--- src/rtl/instr_seq.sv ---
// instr_seq: multi-cycle RV32I sequencer owning pc/instr and memory/regfile handshakes.
// Optional feature: define RV_ILLEGAL_TRAP_EN to trap on illegal encodings instead of executing them as NOP.
module instr_seq #(
    parameter logic [31:0] RESET_PC = 32'h0000_0000
) (
    input  logic        clk,
    input  logic        rst_n,
    output logic        imem_req,
    output logic [31:0] imem_addr,
    input  logic [31:0] imem_rdata,
    input  logic        imem_ack,
    output logic [31:0] instr,
    input  logic [6:0]  cmd_op,
    input  logic [31:0] immI,
    input  logic [31:0] immB,
    input  logic [31:0] immJ,
    input  logic [31:0] rs1_data,
    input  logic        br_taken,
    output logic        dmem_req,
    output logic        dmem_we,
    input  logic        dmem_ack,
    output logic        rf_we,
    output logic [1:0]  wb_sel,
    output logic [31:0] pc
`ifdef RV_ILLEGAL_TRAP_EN
    ,
    output logic        trap
`endif
);
    localparam logic [6:0] OP_LOAD   = 7'b0000011;
    localparam logic [6:0] OP_STORE  = 7'b0100011;
    localparam logic [6:0] OP_OP     = 7'b0110011;
    localparam logic [6:0] OP_OPIMM  = 7'b0010011;
    localparam logic [6:0] OP_LUI    = 7'b0110111;
    localparam logic [6:0] OP_AUIPC  = 7'b0010111;
    localparam logic [6:0] OP_JAL    = 7'b1101111;
    localparam logic [6:0] OP_JALR   = 7'b1100111;
    localparam logic [6:0] OP_BRANCH = 7'b1100011;
    localparam logic [6:0] OP_FENCE  = 7'b0001111;
    localparam logic [6:0] OP_SYSTEM = 7'b1110011;

    typedef enum logic [2:0] {
        BOOT, FETCH, DECODE, EXEC, MEM, WB
`ifdef RV_ILLEGAL_TRAP_EN
        , TRAP
`endif
    } state_t;

    state_t      state_q, state_d;
    logic [31:0] pc_q, pc_d, instr_q, instr_d, pc_plus4;
    logic        imem_req_q, dmem_req_q, dmem_we_q, rf_we_q;
    logic [1:0]  wb_sel_q, wb_sel_d;
    logic        legal;
    logic [6:0]  ir_op;

    assign pc_plus4  = pc_q + 32'd4;
    assign ir_op     = instr_q[6:0];
    assign legal     = (instr_q[1:0] == 2'b11) && (cmd_op inside {OP_LOAD, OP_STORE, OP_OP, OP_OPIMM,
                       OP_LUI, OP_AUIPC, OP_JAL, OP_JALR, OP_BRANCH, OP_FENCE, OP_SYSTEM});
    assign pc        = pc_q;
    assign imem_addr = pc_q;
    assign instr     = instr_q;
    assign imem_req  = imem_req_q;
    assign dmem_req  = dmem_req_q;
    assign dmem_we   = dmem_we_q;
    assign rf_we     = rf_we_q;
    assign wb_sel    = wb_sel_q;

    // Next state, pc and instruction register; pc only moves when an instruction retires.
    always_comb begin
        state_d = state_q;
        pc_d    = pc_q;
        instr_d = instr_q;
        case (state_q)
            BOOT:   state_d = FETCH;
            FETCH:  if (imem_ack) begin
                        instr_d = imem_rdata;
                        state_d = DECODE;
                    end
            DECODE: state_d = EXEC;
            EXEC: begin
                if (!legal) begin
`ifdef RV_ILLEGAL_TRAP_EN
                    state_d = TRAP;
`else
                    pc_d    = pc_plus4;
                    state_d = FETCH;
`endif
                end else if (cmd_op == OP_LOAD || cmd_op == OP_STORE) begin
                    state_d = MEM;
                end else if (cmd_op == OP_BRANCH) begin
                    pc_d    = br_taken ? pc_q + immB : pc_plus4;
                    state_d = FETCH;
                end else if (cmd_op == OP_FENCE || cmd_op == OP_SYSTEM) begin
                    pc_d    = pc_plus4;
                    state_d = FETCH;
                end else begin
                    state_d = WB;
                end
            end
            MEM: if (dmem_ack) begin
                     if (ir_op == OP_STORE) begin
                         pc_d    = pc_plus4;
                         state_d = FETCH;
                     end else begin
                         state_d = WB;
                     end
                 end
            WB: begin
                pc_d    = (ir_op == OP_JAL)  ? pc_q + immJ :
                          (ir_op == OP_JALR) ? (rs1_data + immI) & 32'hFFFF_FFFE : pc_plus4;
                state_d = FETCH;
            end
            default: state_d = state_q;
        endcase
    end

    // Writeback source for the state being entered; zero everywhere but WB.
    always_comb begin
        wb_sel_d = 2'd0;
        if (state_d == WB)
            wb_sel_d = (instr_d[6:0] == OP_LUI)  ? 2'd3 :
                       (instr_d[6:0] == OP_JAL || instr_d[6:0] == OP_JALR) ? 2'd2 :
                       (instr_d[6:0] == OP_LOAD) ? 2'd1 : 2'd0;
    end

    // State, architectural registers and Moore outputs registered from the next state.
    always_ff @(posedge clk or negedge rst_n) begin
        if (!rst_n) begin
            state_q    <= BOOT;
            pc_q       <= RESET_PC;
            instr_q    <= 32'h0000_0013;
            imem_req_q <= 1'b0;
            dmem_req_q <= 1'b0;
            dmem_we_q  <= 1'b0;
            rf_we_q    <= 1'b0;
            wb_sel_q   <= 2'd0;
        end else begin
            state_q    <= state_d;
            pc_q       <= pc_d;
            instr_q    <= instr_d;
            imem_req_q <= state_d == FETCH;
            dmem_req_q <= state_d == MEM;
            dmem_we_q  <= (state_d == MEM) && (instr_d[6:0] == OP_STORE);
            rf_we_q    <= state_d == WB;
            wb_sel_q   <= wb_sel_d;
        end
    end

`ifdef RV_ILLEGAL_TRAP_EN
    logic trap_q;
    assign trap = trap_q;

    // Sticky illegal-instruction flag, cleared only by reset.
    always_ff @(posedge clk or negedge rst_n) begin
        if (!rst_n) trap_q <= 1'b0;
        else        trap_q <= state_d == TRAP;
    end
`endif
endmodule
--- config.mk ---
export PLATFORM = sky130hd
export DESIGN_NAME = instr_seq
export DESIGN_NICKNAME = d
export VERILOG_FILES = /design/src/rtl/instr_seq.sv
export SDC_FILE = /design/constraint.sdc
export NUM_CORES = 1
export LEC_CHECK = 0
export BUFFER_PORTS_ARGS = -buffer_cell sky130_fd_sc_hd__buf_4
export CAP_MARGIN = 20
export CORE_ASPECT_RATIO = 0.6
export CORE_MARGIN = 1
export CORE_UTILIZATION = 35
export CTS_CLUSTER_DIAMETER = 30
export CTS_CLUSTER_SIZE = 16
export DETAILED_ROUTE_END_ITERATION = 7
export PLACE_DENSITY = 0.65
export RECOVER_POWER = 100
export SLEW_MARGIN = 10
export SYNTH_ARGS = -nofsm -noshare
export SYNTH_HDL_FRONTEND = slang
export SYNTH_SLANG_ARGS = --single-unit
--- constraint.sdc ---
create_clock -name clk -period 3.4 [get_ports clk]
set_input_delay 0.68 -clock clk [delete_from_list [all_inputs] [get_ports clk]]
set_output_delay 0.68 -clock clk [all_outputs]
set_load 0.03 [all_outputs]
Word level (Yosys, flattened, before mapping):

Cells that the tools add are included.
W data, S select, Z words.

* output and inout bits: 102
* input port bits: 172
* register bits: 73
* logic and storage cells: 80

* mux-type cells: 24
* reductions and logical operators: 11
* add/sub/neg operators: 4
* eq/ne operators: 32

Operators with widths (count)
* $mux W32: 9
* $add A32 B32 Y32: 3
* $pmux W32 S3: 1
* $eq A7 B7 Y1 const B: 8
* $eq A7 B6 Y1 const B: 6
* $add A32 B3 Y32 const B: 1
* $mux W3: 7
* $pmux W3 S5: 1
* $eq A7 B2 Y1 const B: 2
* $eq A7 B5 Y1 const B: 2
* $mux W7: 2
* $eq A3 B3 Y1 const B: 4
* $reduce_bool A11 Y1: 1
* $eq A7 B4 Y1 const B: 1
* $eq A3 B1 Y1 const B: 2
* $eq A3 B2 Y1 const B: 2
* $mux W2: 3
* $reduce_and A5 Y1: 1
* $ne A2 B2 Y1 const B: 2
* $ne A4 B4 Y1 const B: 1
* $logic_not A3 Y1: 1
* $logic_or A1 B1 Y1: 3
* $ne A3 B3 Y1 const B: 1
* $reduce_bool A3 Y1: 1
* 5 further kinds: 6

Depth between registers and ports, before layout:

* word-level depth: 9
* gate-level depth with buffers: 12
* depth with buffers taken out: 12

Worst setup path after synthesis:

No wires, ideal clock.

* kind: input to register
* start: in immB[0]
* end: reg pc_q[30], in the netlist imem_addr[30]
* slack: 0.362 ns
* cell stages on the path: 12
* setup time: 0.131 ns
* required time: 3.269 ns
* data arrival time: 2.906 ns
* path through: ha_1 -> inv_1 -> fa_1 -> nand2b_1 -> a211oi_1 -> o31ai_1 -> o211a_1 -> o21ai_2 -> a311oi_1 -> o2bb2ai_1 -> a221oi_1 -> a31oi_1

* cells in the longest elaborated chain, start to end: 6

RTL lines
* from (decl): RTL line 15 `input logic [31:0] immB,`
* $add A32 B32 Y32: RTL line 92 `pc_d = br_taken ? pc_q + immB : pc_plus4;`
* $mux W32: RTL line 92
* $mux W32: RTL line 91 `end else if (cmd_op == OP_BRANCH) begin`
* $mux W32: RTL line 89 `end else if (cmd_op == OP_LOAD || cmd_op == OP_STORE) begin`
* $mux W32: RTL line 82 `if (!legal) begin`
* $pmux W32 S3: RTL line 74 `case (state_q)`
* to (signal assigned): RTL line 140 `pc_q <= pc_d;`
* to (decl): RTL line 50 `logic [31:0] pc_q, pc_d, instr_q, instr_d, pc_plus4;`

No other way between the ends. The select of a mux whose other input is x is not followed.
A chain may end at the register's enable or synchronous reset.

Worst setup path after layout:

* start: reg pc_q[6], in the netlist imem_addr[6]
* end: reg pc_q[31], in the netlist imem_addr[31]

* cells in the longest elaborated chain, start to end: 6
* elaborated cells between the ends (all ways): 13
* classes of those cells: add/sub (3); mux (10)

RTL lines (RTL line)
* $add A32 B3 Y32 or $add A32 B32 Y32 (tied branches): 56, 92
* $mux W32, on equally long branches: 94, 92
* $mux W32: 91
* $mux W32: 89
* $mux W32: 82
* $pmux W32 S3 (*): 74

Every way passes the cells marked *; elsewhere a longest branch is shown, timed or not. The select of a mux whose other input is x is not followed.

==> flow_summary.toml <==
[yosys]
yosysTopAreaCell = "dfrtp_1"
syn_area_per_cell_um2 = 7.82
netlist_instances = 1236
synthFlopType = "dfrtp_1"
netlist_top_cells_count = "118 x nand2_1, 116 x a21oi_1, 93 x ha_1"
synth_top_area_share_pct = 18.1
synth_nets = 1504
ys_seq_area_share_pct = 18.9
synthTopCellsByArea = "dfrtp_1 18%, ha_1 12%, a21oi_1 6.0%"
synth_area_um2 = 9670
synth_enable_flop_cells = 0
ys_seq_elements = 73
ys_async_sr_fraction_pct = 100
yosysUniqueCellTypes = 83
synth.most_common_cell = "nand2_1"
ys_warn_count = 0

[setup_path]
end_kind = "register"
crit_required_ps = 3630
worstPathArrival_ps = 3450
path_class = "register to register"
start_kind = "register"
cp_max_fo = 7

[cts]
root_buffer = "clkbuf_16"
clk_pin_slew_ps = 60
postCtsSetupBuffers = 0
ctsHoldBuffers = 0
clock_latency_ps = 340
clockBufferDepth = 2
htreeDepth = 3
cts.sinks = 73
cts_tree = "built"
cts_buffers = 9

[grt]
antenna_found_initial = 0
grt_max_degree = 74
grt_pass1_wl_um = 58200
grt_pass1_vias = 9808
groute.usage.overall_pct = 26.9
gr-total-overflow = 0

[detailed_routing]
drtIter0Drc = 879
vias = 10900
drt_wl_total_um = 39200
detail_route.vias_per_cell = 5.72
ant_nets = 0
routedWlPerCell_um = 20.6
dr.pass1.iters = 6
drc_errors = 0

[pwr]
totalPowerFinal_mw = 8.64
power_density_nw_per_um2 = 699
ir_drop_mv = 0.294
p_leak_nw = 5.56

[floorplanning]
core_area_um2 = 26800
boundaryPins = 274
row_count = 46
die_area_um2 = 28300
initial_utilization_pct = 36.1
die_height_um = 131
chipWidth_um = 217

[layout]
area_growth_pct = 27.9
fin_nets = 1803
drive_gt1_share_pct = 21.1
fin_util_pct = 46.2
antenna_cells = 0

[sta]
fin_tns_setup_ps = 0
fin_skew_ps = 6.10
relSlewSlack_pct = -25.6
drv_slew = 105
post-route-period-util_pct = 95.0
worst_hold_slack_ps = 507
rsz0062_at_grt = "false"
fin_crit_ps = 3230
hold_viol_final = 0
tightest_slew_ps = 1880
max_freq_mhz = 310
setup_viol = 0

[place]
globalplace.congestion = 0.993
dp_hpwl_um = 32900
io_buffers = 273

[run_status]
outcome = "finished with violations"
violations = "capacitance limit, slew limit"

[flow_run]
drv_cap = 2

[min_path]
min_path_type = "register to register"
[logic make-up after synthesis]
kind of cell / count (synthesis) / share of synthesized area [%]
DFF: 73 / 18.9
adders and majority gates: 96 / 12.7
AOI/OAI and AO/OA: 419 / 28.7
buffers and inverters: 111 / 5.67
muxes: 49 / 5.46
and+or+nand+nor: 396 / 20.3
xor gates and xnor gates: 92 / 8.34
[cell type report]
| type | count | area, µm² |
|---|---|---|
| timing repair buffer | 370 | 2380 |
| tap | 360 | 450 |
| fill | 2794 | 14400 |
| clock inverter | 5 | 80.1 |
| sequential | 73 | 1830 |
| clock buffer | 10 | 239 |
| multi-input combinational | 1052 | 7280 |
| inverter | 29 | 109 |
[critical path: stages, from the launching register on]
cell and delay, ps:
dfrtp_1 520, ha_1 480, o211ai_1 160, o211ai_1 220
o211ai_2 130, o41ai_1 400, buf_4 190, o21ai_1 180
xnor2_1 200, a211o_1 340, a211o_1 300
[report_power, final]
part / switching, mW / leakage [nW] / internal [mW] / total [mW]
clock: 0.380 / 0.151 / 0.657 / 1.04
sequential: 0.405 / 0.864 / 1.21 / 1.61
combinational: 3.85 / 4.55 / 2.15 / 5.99
[metrics by stage]
| stage | instances | setup slack, ps | area (µm²) |
|---|---|---|---|
| after floorplan | 1236 | 362 | 9670 |
| after global placement | 1884 | -44.1 | 12500 |
| after detailed placement | 1884 | -33.8 | 12500 |
| after CTS | 1899 | 239 | 12800 |
| after global routing | 1899 | 7.64 | 12400 |
| final | 1899 | 171 | 12400 |
[per-layer routing]
metal | track usage [%] | up-vias | wire length (µm)
met5 | 0 | - | 0
met4 | 4.47 | 0 | 493
met3 | 7.18 | 27 | 4650
met2 | 34.3 | 548 | 14400
met1 | 43.3 | 5092 | 19700
li1 | - | 5196 | -
[cell usage in the layout (no fill, tap or decap), types with 10 or more instances in the layout]
cell / count
dfrtp_1: 70
and2_1: 14
o211ai_1: 13
nor2_1: 85
clkbuf_1: 109
o21ai_0: 82
o221ai_1: 10
nand4_1: 18
nand2_1: 118
nand2b_1: 18
nor2b_1: 11
a21oi_1: 116
and3_1: 26
a221oi_1: 16
nand3_1: 43
xor2_1: 40
mux2i_1: 19
inv_1: 29
xnor2_1: 52
nor3_1: 20
or3_1: 10
buf_4: 256
a21o_1: 49
ha_1: 93
a31oi_1: 14
o22ai_1: 13
mux2_2: 29
[worst paths after layout]
check                             startpoint       endpoint  slack (ps)  cells past startpoint
worst max-delay path            imem_addr[6]  imem_addr[31]         170                     10
worst min-delay path               instr[24]      instr[24]         510                      1
worst max register to register  imem_addr[6]  imem_addr[31]         170                     10
worst min register to register     instr[24]      instr[24]         510                      1
max in group asynchronous              rst_n   imem_addr[3]        1430                      1
min in group asynchronous              rst_n      instr[24]         860                      1
[flip-flops by register name (all words and copies together), names as in the netlist]
register and cells:
instr 32, dmem_req 1, imem_addr 32, state_q 3
rf_we 1, dmem_we 1, wb_sel 2, imem_req 1
[what timing repair did]
action | 4_1_cts | 5_1_grt
resized for setup | 0 | 1
endpoints found under the hold margin | 0 | 0
setup endpoints to repair | 0 | 1
Power figures use the tool's default switching activity.
